**src/rtl/calc_pkg.sv**
```systemverilog
// Shared types and segment constants for the calculator display path.
// Segment order is {g,f,e,d,c,b,a}, active-high.
package calc_pkg;

  typedef enum logic [1:0] {
    IDLE,
    CONVERT,
    SHOW,
    BLANK
  } state_t;

  typedef enum logic [1:0] {
    SYM_BLANK,
    SYM_DIGIT,
    SYM_MINUS,
    SYM_E
  } sym_kind_t;

  localparam logic [6:0] SEG_DIGIT [0:9] = '{
    7'b0111111, 7'b0000110, 7'b1011011,
    7'b1001111, 7'b1100110, 7'b1101101,
    7'b1111101, 7'b0000111, 7'b1111111,
    7'b1101111
  };

  localparam logic [6:0] SEG_MINUS = 7'b1000000;
  localparam logic [6:0] SEG_E     = 7'b1111001;
  localparam logic [6:0] SEG_BLANK = 7'b0000000;

endpackage

```
**src/rtl/calc_seg7_encode.sv**
```systemverilog
// Symbol to 7-segment encoder; digits above 9 render blank.
// Shared with any other status display on the board.
module calc_seg7_encode
  import calc_pkg::*;
(
  input  logic [3:0] i_code,
  input  sym_kind_t  i_kind,
  output logic [6:0] o_seg
);

  always_comb begin
    o_seg = SEG_BLANK;
    unique case (i_kind)
      SYM_DIGIT: begin
        if (i_code <= 4'd9) o_seg = SEG_DIGIT[i_code];
      end
      SYM_MINUS: o_seg = SEG_MINUS;
      SYM_E:     o_seg = SEG_E;
      default:   o_seg = SEG_BLANK;
    endcase
  end

endmodule

```
**src/rtl/calc_result_display.sv**
```systemverilog
// Signed result -> sequential double-dabble -> symbol-by-symbol playout
// on one 7-segment digit, dp marking the last symbol of the sequence.
module calc_result_display
  import calc_pkg::*;
#(
  parameter int WIDTH      = 8,
  parameter int NDIG       = 3,
  parameter int DIGIT_HOLD = 6000000,
  parameter int GAP        = 1500000,
  parameter int END_GAP    = 6000000
) (
  input  logic             clk,
  input  logic             rst,
  input  logic             result_valid,
  input  logic [WIDTH-1:0] result,
  input  logic             error,
  output logic [6:0]       segments,
  output logic             dp,
  output logic             busy
);

  localparam int LGAP = GAP + END_GAP;
  localparam int CMAX = (DIGIT_HOLD > LGAP) ? DIGIT_HOLD : LGAP;
  localparam int CW   = (CMAX > 1) ? $clog2(CMAX) : 1;
  localparam int BW   = (WIDTH > 1) ? $clog2(WIDTH) : 1;
  localparam int IW   = $clog2(NDIG + 2);
  localparam int NS   = 1 << IW;
  localparam int BCDW = 4 * NDIG;

  state_t           r_state, w_state_nxt;
  logic             r_err, r_sign;
  logic [WIDTH-1:0] r_mag, w_mag_nxt;
  logic [BCDW-1:0]  r_bcd, w_bcd_adj, w_bcd_nxt;
  logic [BW-1:0]    r_bitcnt;
  logic [CW-1:0]    r_cnt;
  logic [IW-1:0]    r_idx, r_nsym, w_nsym;
  sym_kind_t        r_kind [NS];
  sym_kind_t        w_kind [NS];
  logic [3:0]       r_code [NS];
  logic [3:0]       w_code [NS];
  logic             w_conv_done, w_cnt_zero, w_last;
  logic [6:0]       w_seg;

  assign w_conv_done = (r_state == CONVERT)
                    && (r_bitcnt == BW'(WIDTH - 1));
  assign w_cnt_zero  = (r_cnt == '0);
  assign w_last      = (r_idx == r_nsym - IW'(1));

  always_comb begin
    w_bcd_adj = r_bcd;
    for (int d = 0; d < NDIG; d++) begin
      if (r_bcd[4*d +: 4] >= 4'd5)
        w_bcd_adj[4*d +: 4] = r_bcd[4*d +: 4] + 4'd3;
    end
    {w_bcd_nxt, w_mag_nxt} = {w_bcd_adj, r_mag} << 1;
  end

  // Symbol list from the post-final-shift BCD, leading zeros dropped.
  always_comb begin
    logic       started;
    logic [3:0] dig;
    started = 1'b0;
    dig     = '0;
    w_nsym  = '0;
    for (int s = 0; s < NS; s++) begin
      w_kind[s] = SYM_BLANK;
      w_code[s] = '0;
    end
    if (r_err) begin
      w_kind[0] = SYM_E;
      w_nsym    = IW'(1);
    end else begin
      if (r_sign) begin
        w_kind[0] = SYM_MINUS;
        w_nsym    = IW'(1);
      end
      for (int d = NDIG - 1; d >= 0; d--) begin
        dig = w_bcd_nxt[4*d +: 4];
        if (started || dig != 4'd0 || d == 0) begin
          w_kind[w_nsym] = SYM_DIGIT;
          w_code[w_nsym] = dig;
          w_nsym  = w_nsym + IW'(1);
          started = 1'b1;
        end
      end
    end
  end

  always_ff @(posedge clk) begin
    if (rst) r_state <= IDLE;
    else     r_state <= w_state_nxt;
  end

  always_comb begin
    w_state_nxt = r_state;
    if (result_valid) begin
      w_state_nxt = CONVERT;
    end else begin
      unique case (r_state)
        IDLE:    w_state_nxt = IDLE;
        CONVERT: if (w_conv_done) w_state_nxt = SHOW;
        SHOW:    if (w_cnt_zero)  w_state_nxt = BLANK;
        BLANK:   if (w_cnt_zero)  w_state_nxt = SHOW;
        default: w_state_nxt = IDLE;
      endcase
    end
  end

  always_ff @(posedge clk) begin
    if (rst) begin
      r_err    <= 1'b0;
      r_sign   <= 1'b0;
      r_mag    <= '0;
      r_bcd    <= '0;
      r_bitcnt <= '0;
      r_cnt    <= '0;
      r_idx    <= '0;
      r_nsym   <= '0;
      r_kind   <= '{default: SYM_BLANK};
      r_code   <= '{default: 4'd0};
    end else if (result_valid) begin
      r_err    <= error;
      r_sign   <= result[WIDTH-1];
      r_mag    <= result[WIDTH-1] ? -result : result;
      r_bcd    <= '0;
      r_bitcnt <= '0;
    end else begin
      unique case (r_state)
        CONVERT: begin
          r_bcd    <= w_bcd_nxt;
          r_mag    <= w_mag_nxt;
          r_bitcnt <= r_bitcnt + BW'(1);
          if (w_conv_done) begin
            r_kind <= w_kind;
            r_code <= w_code;
            r_nsym <= w_nsym;
            r_idx  <= '0;
            r_cnt  <= CW'(DIGIT_HOLD - 1);
          end
        end
        SHOW: begin
          if (w_cnt_zero)
            r_cnt <= w_last ? CW'(LGAP - 1) : CW'(GAP - 1);
          else
            r_cnt <= r_cnt - CW'(1);
        end
        BLANK: begin
          if (w_cnt_zero) begin
            r_idx <= w_last ? '0 : r_idx + IW'(1);
            r_cnt <= CW'(DIGIT_HOLD - 1);
          end else begin
            r_cnt <= r_cnt - CW'(1);
          end
        end
        default: ;
      endcase
    end
  end

  calc_seg7_encode u_enc (
    .i_code (r_code[r_idx]),
    .i_kind (r_kind[r_idx]),
    .o_seg  (w_seg)
  );

  always_comb begin
    segments = SEG_BLANK;
    dp       = 1'b0;
    busy     = 1'b0;
    unique case (r_state)
      CONVERT: busy = 1'b1;
      SHOW: begin
        segments = w_seg;
        dp       = w_last;
      end
      default: ;
    endcase
  end

  a_bcd_digit: assert property (@(posedge clk) disable iff (rst)
    (r_state == SHOW && r_kind[r_idx] == SYM_DIGIT)
      |-> (r_code[r_idx] <= 4'd9));

endmodule

```
**config.mk**
```make
export PLATFORM = sky130hd
export DESIGN_NAME = calc_result_display
export DESIGN_NICKNAME = d
export VERILOG_FILES = /design/src/rtl/calc_pkg.sv /design/src/rtl/calc_seg7_encode.sv /design/src/rtl/calc_result_display.sv
export SDC_FILE = /design/constraint.sdc
export NUM_CORES = 1
export LEC_CHECK = 0
export ABC_AREA = 1
export BUFFER_PORTS_ARGS = -buffer_cell sky130_fd_sc_hd__buf_2
export CORE_ASPECT_RATIO = 1.75
export CORE_UTILIZATION = 65
export DETAILED_ROUTE_END_ITERATION = 12
export PLACE_DENSITY = 0.91
export SKIP_LAST_GASP = 1
export SLEW_MARGIN = 20
export SYNTH_ARGS = -nofsm -noshare
export SYNTH_HDL_FRONTEND = slang
export SYNTH_SLANG_ARGS = --single-unit
```
**constraint.sdc**
```tcl
create_clock -name clk -period 4.51 [get_ports clk]
set_input_delay 0.6765 -clock clk [delete_from_list [all_inputs] [get_ports clk]]
set_output_delay 0.6765 -clock clk [all_outputs]
set_load 0.02 [all_outputs]
```
==> results.toml, run 1 <==
[global_route]
largest_net_degree_at_the_start_of_global_routing = 46
grt.total_usage_pct = 37.7
first_global_vias = 6017
grt.overflow.total = 0
initial_antenna_violation_count = 0
first_pass_grt_wire_length_mm = 27.3

[worst_setup_path]
required_ns = 3.83
crit_arrival_ns = 3.30
crit_fanout = 25
worst_setup_path_end_kind = "output pin"
worst_setup_start_kind = "register"
setup.worst_path.class = "reg2out"

[clock_network]
cts.hold.buffers_added = 0
cts_made_buffers = 9
clk_root_buffer_cell = "sky130_fd_sc_hd__clkbuf_16"
max-clock-path-buffers = 2
cts-resized-gates = 0
worst_setup_hold_path_clk_slew_ns = 0.06
number_of_h_tree_levels = 3
cts_tree = "yes"
insertion_delay_ns = 0.36
post-cts-setup-buffers = 0
cts_sinks = 96

[sta]
finClkSkew_ns = 0.00787
finalSetupTns_ns = 0
finalWorstPathRequiredPeriod_ns = 3.98
maxClockFrequency_mhz = 251
fin_crit_sh_pct = 88.2
tightest_slew_ns = 0.950
timing.max_slew.rel_slack_pct = 36.5
setup_viol = 0
finalHoldViolCount = 0
whs_ns = 0.469
grt_setup_unrepaired = "false"
timing.final.max_slew_violations = 0

[pwr]
power.ir.vdd_worst_mv = 0.275
fin_total_pwr_mw = 1.89
power.density_cell_area_nw_per_um2 = 301
p_leak_nw = 2.77

[place]
place.port_buffers = 20
hpwl_mm = 12.0
globalplace.congestion = 0.953

[routing]
finalWirelength_mm = 16.7
drt-initial-drc-count = 561
remaining_drc_errors = 0
detail-route-antenna-nets = 0
routed-via-count = 6186
wl_per_cell_um = 16.8
drtPass1Iterations = 5
via_per_inst = 6.22

[finish]
layout-drive-gt1-share_pct = 8.43
layout.cells.most_common_list = "177 x sky130_fd_sc_hd__nand2_1, 96 x sky130_fd_sc_hd__inv_1, 96 x sky130_fd_sc_hd__dfxtp_1"
syn2layout_area_growth_pct = 6.71
fin_util_pct = 71.8
number_of_antenna_cells_inserted = 0
mostFrequentLayoutCell = "sky130_fd_sc_hd__nand2_1"
nets = 907

[floorplan]
start_util_pct = 67.3
top_level_ports = 21
chipWidth_um = 73.9
core-area_um2 = 8730
floorplan.rows = 45
die-height_um = 128
die_area_um2 = 9440

[yosys]
synth_area_per_cell_um2 = 6.72
seq_area_frac_synth_pct = 32.7
netlist-cell-type-count = 47
number_of_flops_mapped_to_enable_cells_by_yosys = 0
synth_fp_nets = 909
synth-seq-cells = 96
netlist_area_um2 = 5880
flip_flop_cell_with_the_highest_count_after_synthesis = "sky130_fd_sc_hd__dfxtp_1"
ys_warn_count = 0
synthArstFlopShare_pct = 0
syn_inst = 875

[run_status]
outcome = "complete, no violations"

[run]
max-cap-violations = 0

[worst_hold_path]
holdCritPathClass = "reg2reg"
==> critical path, cell delays in order (launching register included) <==
cell and delay [ns]:
sky130_fd_sc_hd__dfxtp_1 0.83, sky130_fd_sc_hd__inv_2 0.31, sky130_fd_sc_hd__o21ai_1 0.21, sky130_fd_sc_hd__o22ai_1 0.09, sky130_fd_sc_hd__o21ai_1 0.28, sky130_fd_sc_hd__inv_1 0.13, sky130_fd_sc_hd__ha_1 0.22, sky130_fd_sc_hd__or2_2 0.30
sky130_fd_sc_hd__nand2_2 0.09, sky130_fd_sc_hd__a21oi_2 0.08, sky130_fd_sc_hd__a21oi_1 0.18, sky130_fd_sc_hd__nor2_1 0.05, sky130_fd_sc_hd__buf_2 0.17
==> worst paths after layout <==
kind                                 from           to  slack, ns  depth (start not counted)
worst max register to register   r_bcd[0]   r_code[24]       1.21                         15
worst min register to register  r_code[1]    r_code[1]       0.47                          2
worst max-delay path             r_idx[0]  segments[6]       0.53                         12
worst min-delay path            r_code[1]    r_code[1]       0.47                          2
==> final cells by class <==
cell class / count / area, um2
clock inverters: 3 / 25.0
clock buffers: 13 / 270
multi-input cells: 641 / 3400
well taps: 117 / 146
flip-flops and latches: 96 / 1920
fillers: 701 / 2460
repair buffers: 22 / 115
inverters: 103 / 387
==> logic make-up (layout without fill, tap and decap cells) <==
| group | Yosys count | in the layout | synth area share, % |
|---|---|---|---|
| buffers and inverters | 138 | 141 | 9.35 |
| xor gates and xnor gates | 21 | 21 | 3.13 |
| AOI/OAI and AO/OA | 224 | 224 | 21.3 |
| DFF | 96 | 96 | 32.7 |
| and+or+nand+nor | 374 | 374 | 28.7 |
| adders and majority gates | 22 | 22 | 4.81 |
==> where the power goes <==
part | switching [mW] | internal (mW)
registers | 0.0127 | 0.860
clock network | 0.337 | 0.422
logic | 0.191 | 0.0668
==> per-layer routing <==
| layer | wire length, um | share of wire [%] | global-route usage, % |
|---|---|---|---|
| met5 | 0 | 0 | 0 |
| met2 | 8680 | 52 | 66.2 |
| met4 | 1260 | 7.5 | 29.6 |
| met3 | 1090 | 6.5 | 9.43 |
| met1 | 5720 | 34 | 36.2 |
==> cells in the mapped netlist (all sizes together) (5+ instances only) <==
master  instances  area, um2
buf            10       68.8
o211ai         23        173
nor2          101        432
ha             21        263
nand3          41        225
o21ai          91        459
nor3            6       41.3
xor2           16        140
clkbuf         25       93.8
a21oi          88        459
nand4          25        163
nand2         185        719
or2             7       46.3
xnor2           5       43.8
inv           102        383
a31oi           7       43.8
dfxtp          96       1920
==> flip-flops by register name, indices dropped and copies added, names as in the netlist <==
name	flops
r_bitcnt	3
r_idx	3
r_cnt	23
r_mag	8
r_err	1
r_bcd	12
r_kind	9
r_nsym	2
r_state	2
r_code	32
r_sign	1
==> per-stage QoR <==
step,instances,worst slack (ns),area (um2)
5_1_grt,995,0.271,6270
2_1_floorplan,875,1.59,5880
4_1_cts,995,0.554,6270
3_5_place_dp,979,0.940,5970
6_report,995,0.530,6270
3_3_place_gp,979,1.09,5970
(Power assumes the default switching activity.)
==> run 2, diff against run 1 <==
- GPL_TIMING_DRIVEN: default -> 0
- PLACE_DENSITY: 0.91 -> 0.86
==> run 2 against run 1 <==
Power is 1.4% higher. Die area stayed put. Final cell count is 3.1% higher. Register-to-register slack better by 0.10 ns. First-iteration DRC count is 17% lower. Core utilization is 1.6 points higher. Via count hardly changed. Global-route usage is 1.5 points higher. Worst setup slack better by 0.25 ns. Critical path type unchanged. Highest routed layer unchanged.
==> results.toml, run 2 (synthesized netlist as in run 1, its figures left out) <==
[pwr]
power.ir.vdd_worst_mv = 0.250
p_leak_nw = 2.83
power.density_cell_area_nw_per_um2 = 299

[worst_setup_path]
worst_setup_path_end_kind = "output pin"
crit_slowest_cell = "sky130_fd_sc_hd__dfxtp_1"
setup.worst_path.class = "reg2out"
worst_setup_start_kind = "register"
critical_path.cell_chain = "inv_2, clkbuf_1, o21ai_0, o22ai_1, nand2_1, o21ai_1, inv_1, ha_1, or2_2, nand2_2, a21oi_2, a21oi_1, nor2_1, buf_2"
crit_fanout = 10
required_ns = 3.83
critical_path.max_stage_delay_ns = 0.38
crit_arrival_ns = 3.05

[sta]
worst_slack_ns = 0.784
maxClockFrequency_mhz = 268
tightest_slew_ns = 1.02
setup_viol = 0
finClkSkew_ns = 0.00720
fin_crit_sh_pct = 82.6
grt_setup_unrepaired = "false"
finalSetupTns_ns = 0
finalHoldViolCount = 0
timing.max_slew.rel_slack_pct = 32.0
finalWorstPathRequiredPeriod_ns = 3.73
timing.final.max_slew_violations = 0

[routing]
finalWirelength_mm = 17.2
detail-route-antenna-nets = 0
drt-initial-drc-count = 466
remaining_drc_errors = 0
via_per_inst = 6.02
routed-via-count = 6181
wl_per_cell_um = 16.8
drtPass1Iterations = 6

[finish]
largest-register = "r_code"
largest_register_ff_count = 32
layout.cells.most_common_list = "177 x sky130_fd_sc_hd__nand2_1, 96 x sky130_fd_sc_hd__inv_1, 96 x sky130_fd_sc_hd__dfxtp_1"
final.fill_count = 714
registers_with_the_most_flip_flops = "r_code: 32 flops, r_cnt: 23 flops, r_bcd: 12 flops"
final_area_um2 = 6410
mostFrequentLayoutCell = "sky130_fd_sc_hd__nand2_1"
nets = 939
layout-drive-gt1-share_pct = 8.80
syn2layout_area_growth_pct = 9.16
number_of_antenna_cells_inserted = 0

[clock_network]
cts_tree = "yes"
cts_made_buffers = 9
max-clock-path-buffers = 2
cts_sinks = 96
cts-resized-gates = 0
clk_root_buffer_cell = "sky130_fd_sc_hd__clkbuf_16"
worst_setup_hold_path_clk_slew_ns = 0.06
post-cts-setup-buffers = 0
insertion_delay_ns = 0.35
number_of_h_tree_levels = 3
cts.hold.buffers_added = 0

[floorplan]
top_level_ports = 21
die_area_um2 = 9440
chipWidth_um = 73.9
core-area_um2 = 8730
start_util_pct = 67.3
die-height_um = 128
floorplan.rows = 45

[global_route]
initial_antenna_violation_count = 0
largest_net_degree_at_the_start_of_global_routing = 16
first_global_vias = 6006
grt.overflow.total = 0
first_pass_grt_wire_length_mm = 28.0
grt.total_usage_pct = 39.2

[run]
max-cap-violations = 0

[place]
post_place_setup_slack_ns = 1.24
dpl-instance-area_um2 = 6120
globalplace.congestion = 0.969
place.port_buffers = 19
hpwl_mm = 12.7

[run_status]
outcome = "complete, no violations"

[worst_hold_path]
holdCritPathClass = "reg2reg"
==> run 2: cell type report <==
type / count / area [um2] / share of cell area (%)
Tap cell: 117 / 146 / 2.28
Clock inverter: 4 / 53.8 / 0.839
Timing Repair Buffer: 19 / 95.1 / 1.48
Inverter: 103 / 387 / 6.03
Multi-Input combinational cell: 641 / 3400 / 53.1
Clock buffer: 11 / 243 / 3.78
Sequential cell: 96 / 1920 / 30.0
Buffer: 35 / 163 / 2.54
==> run 2: routing by layer <==
metal	vias up	GRT usage (%)	wire length (um)
li1	2966	-	-
met3	101	9.51	964
met5	-	0	0
met1	2844	38.6	6040
met4	0	29.8	1260
met2	270	68.4	8940
==> run 2: worst paths after layout <==
| check | from | cells past startpoint | slack [ns] | endpoint |
|---|---|---|---|---|
| worst max-delay path | r_idx[0] | 14 | 0.78 | segments[6] |
| worst min-delay path | r_code[21] | 2 | 0.47 | r_code[21] |
| worst max register to register | r_bcd[5] | 15 | 1.31 | r_code[25] |
| worst min register to register | r_code[21] | 2 | 0.47 | r_code[21] |
==> run 2: power by group <==
group          leakage, nW  internal, mW  switching [mW]
Clock                0.138         0.444           0.334
Combinational         1.92        0.0759           0.191
Sequential           0.777         0.860         0.00968
==> run 2: worst max-delay path: cells and delay by family, from the launching register on <==
kind / cells / cell delay (ns)
adder cells (fa/ha/maj): 1 / 0.21
flip-flops: 1 / 0.38
AND/OR/NAND/NOR: 4 / 0.52
AO/OA/AOI/OAI: 5 / 0.79
buffers and inverters: 4 / 0.79
==> run 2: through the flow <==
step	power (mW)	cells	hold WS (ns)	utilization [%]
6_report	1.91	1026	0.466	73.5
5_1_grt	1.97	1026	0.482	73.5
4_1_cts	1.91	1026	0.463	73.5
3_3_place_gp	1.14	1011	0.451	70.1
2_1_floorplan	1.08	875	0.441	-
3_5_place_dp	1.15	1011	0.453	70.1
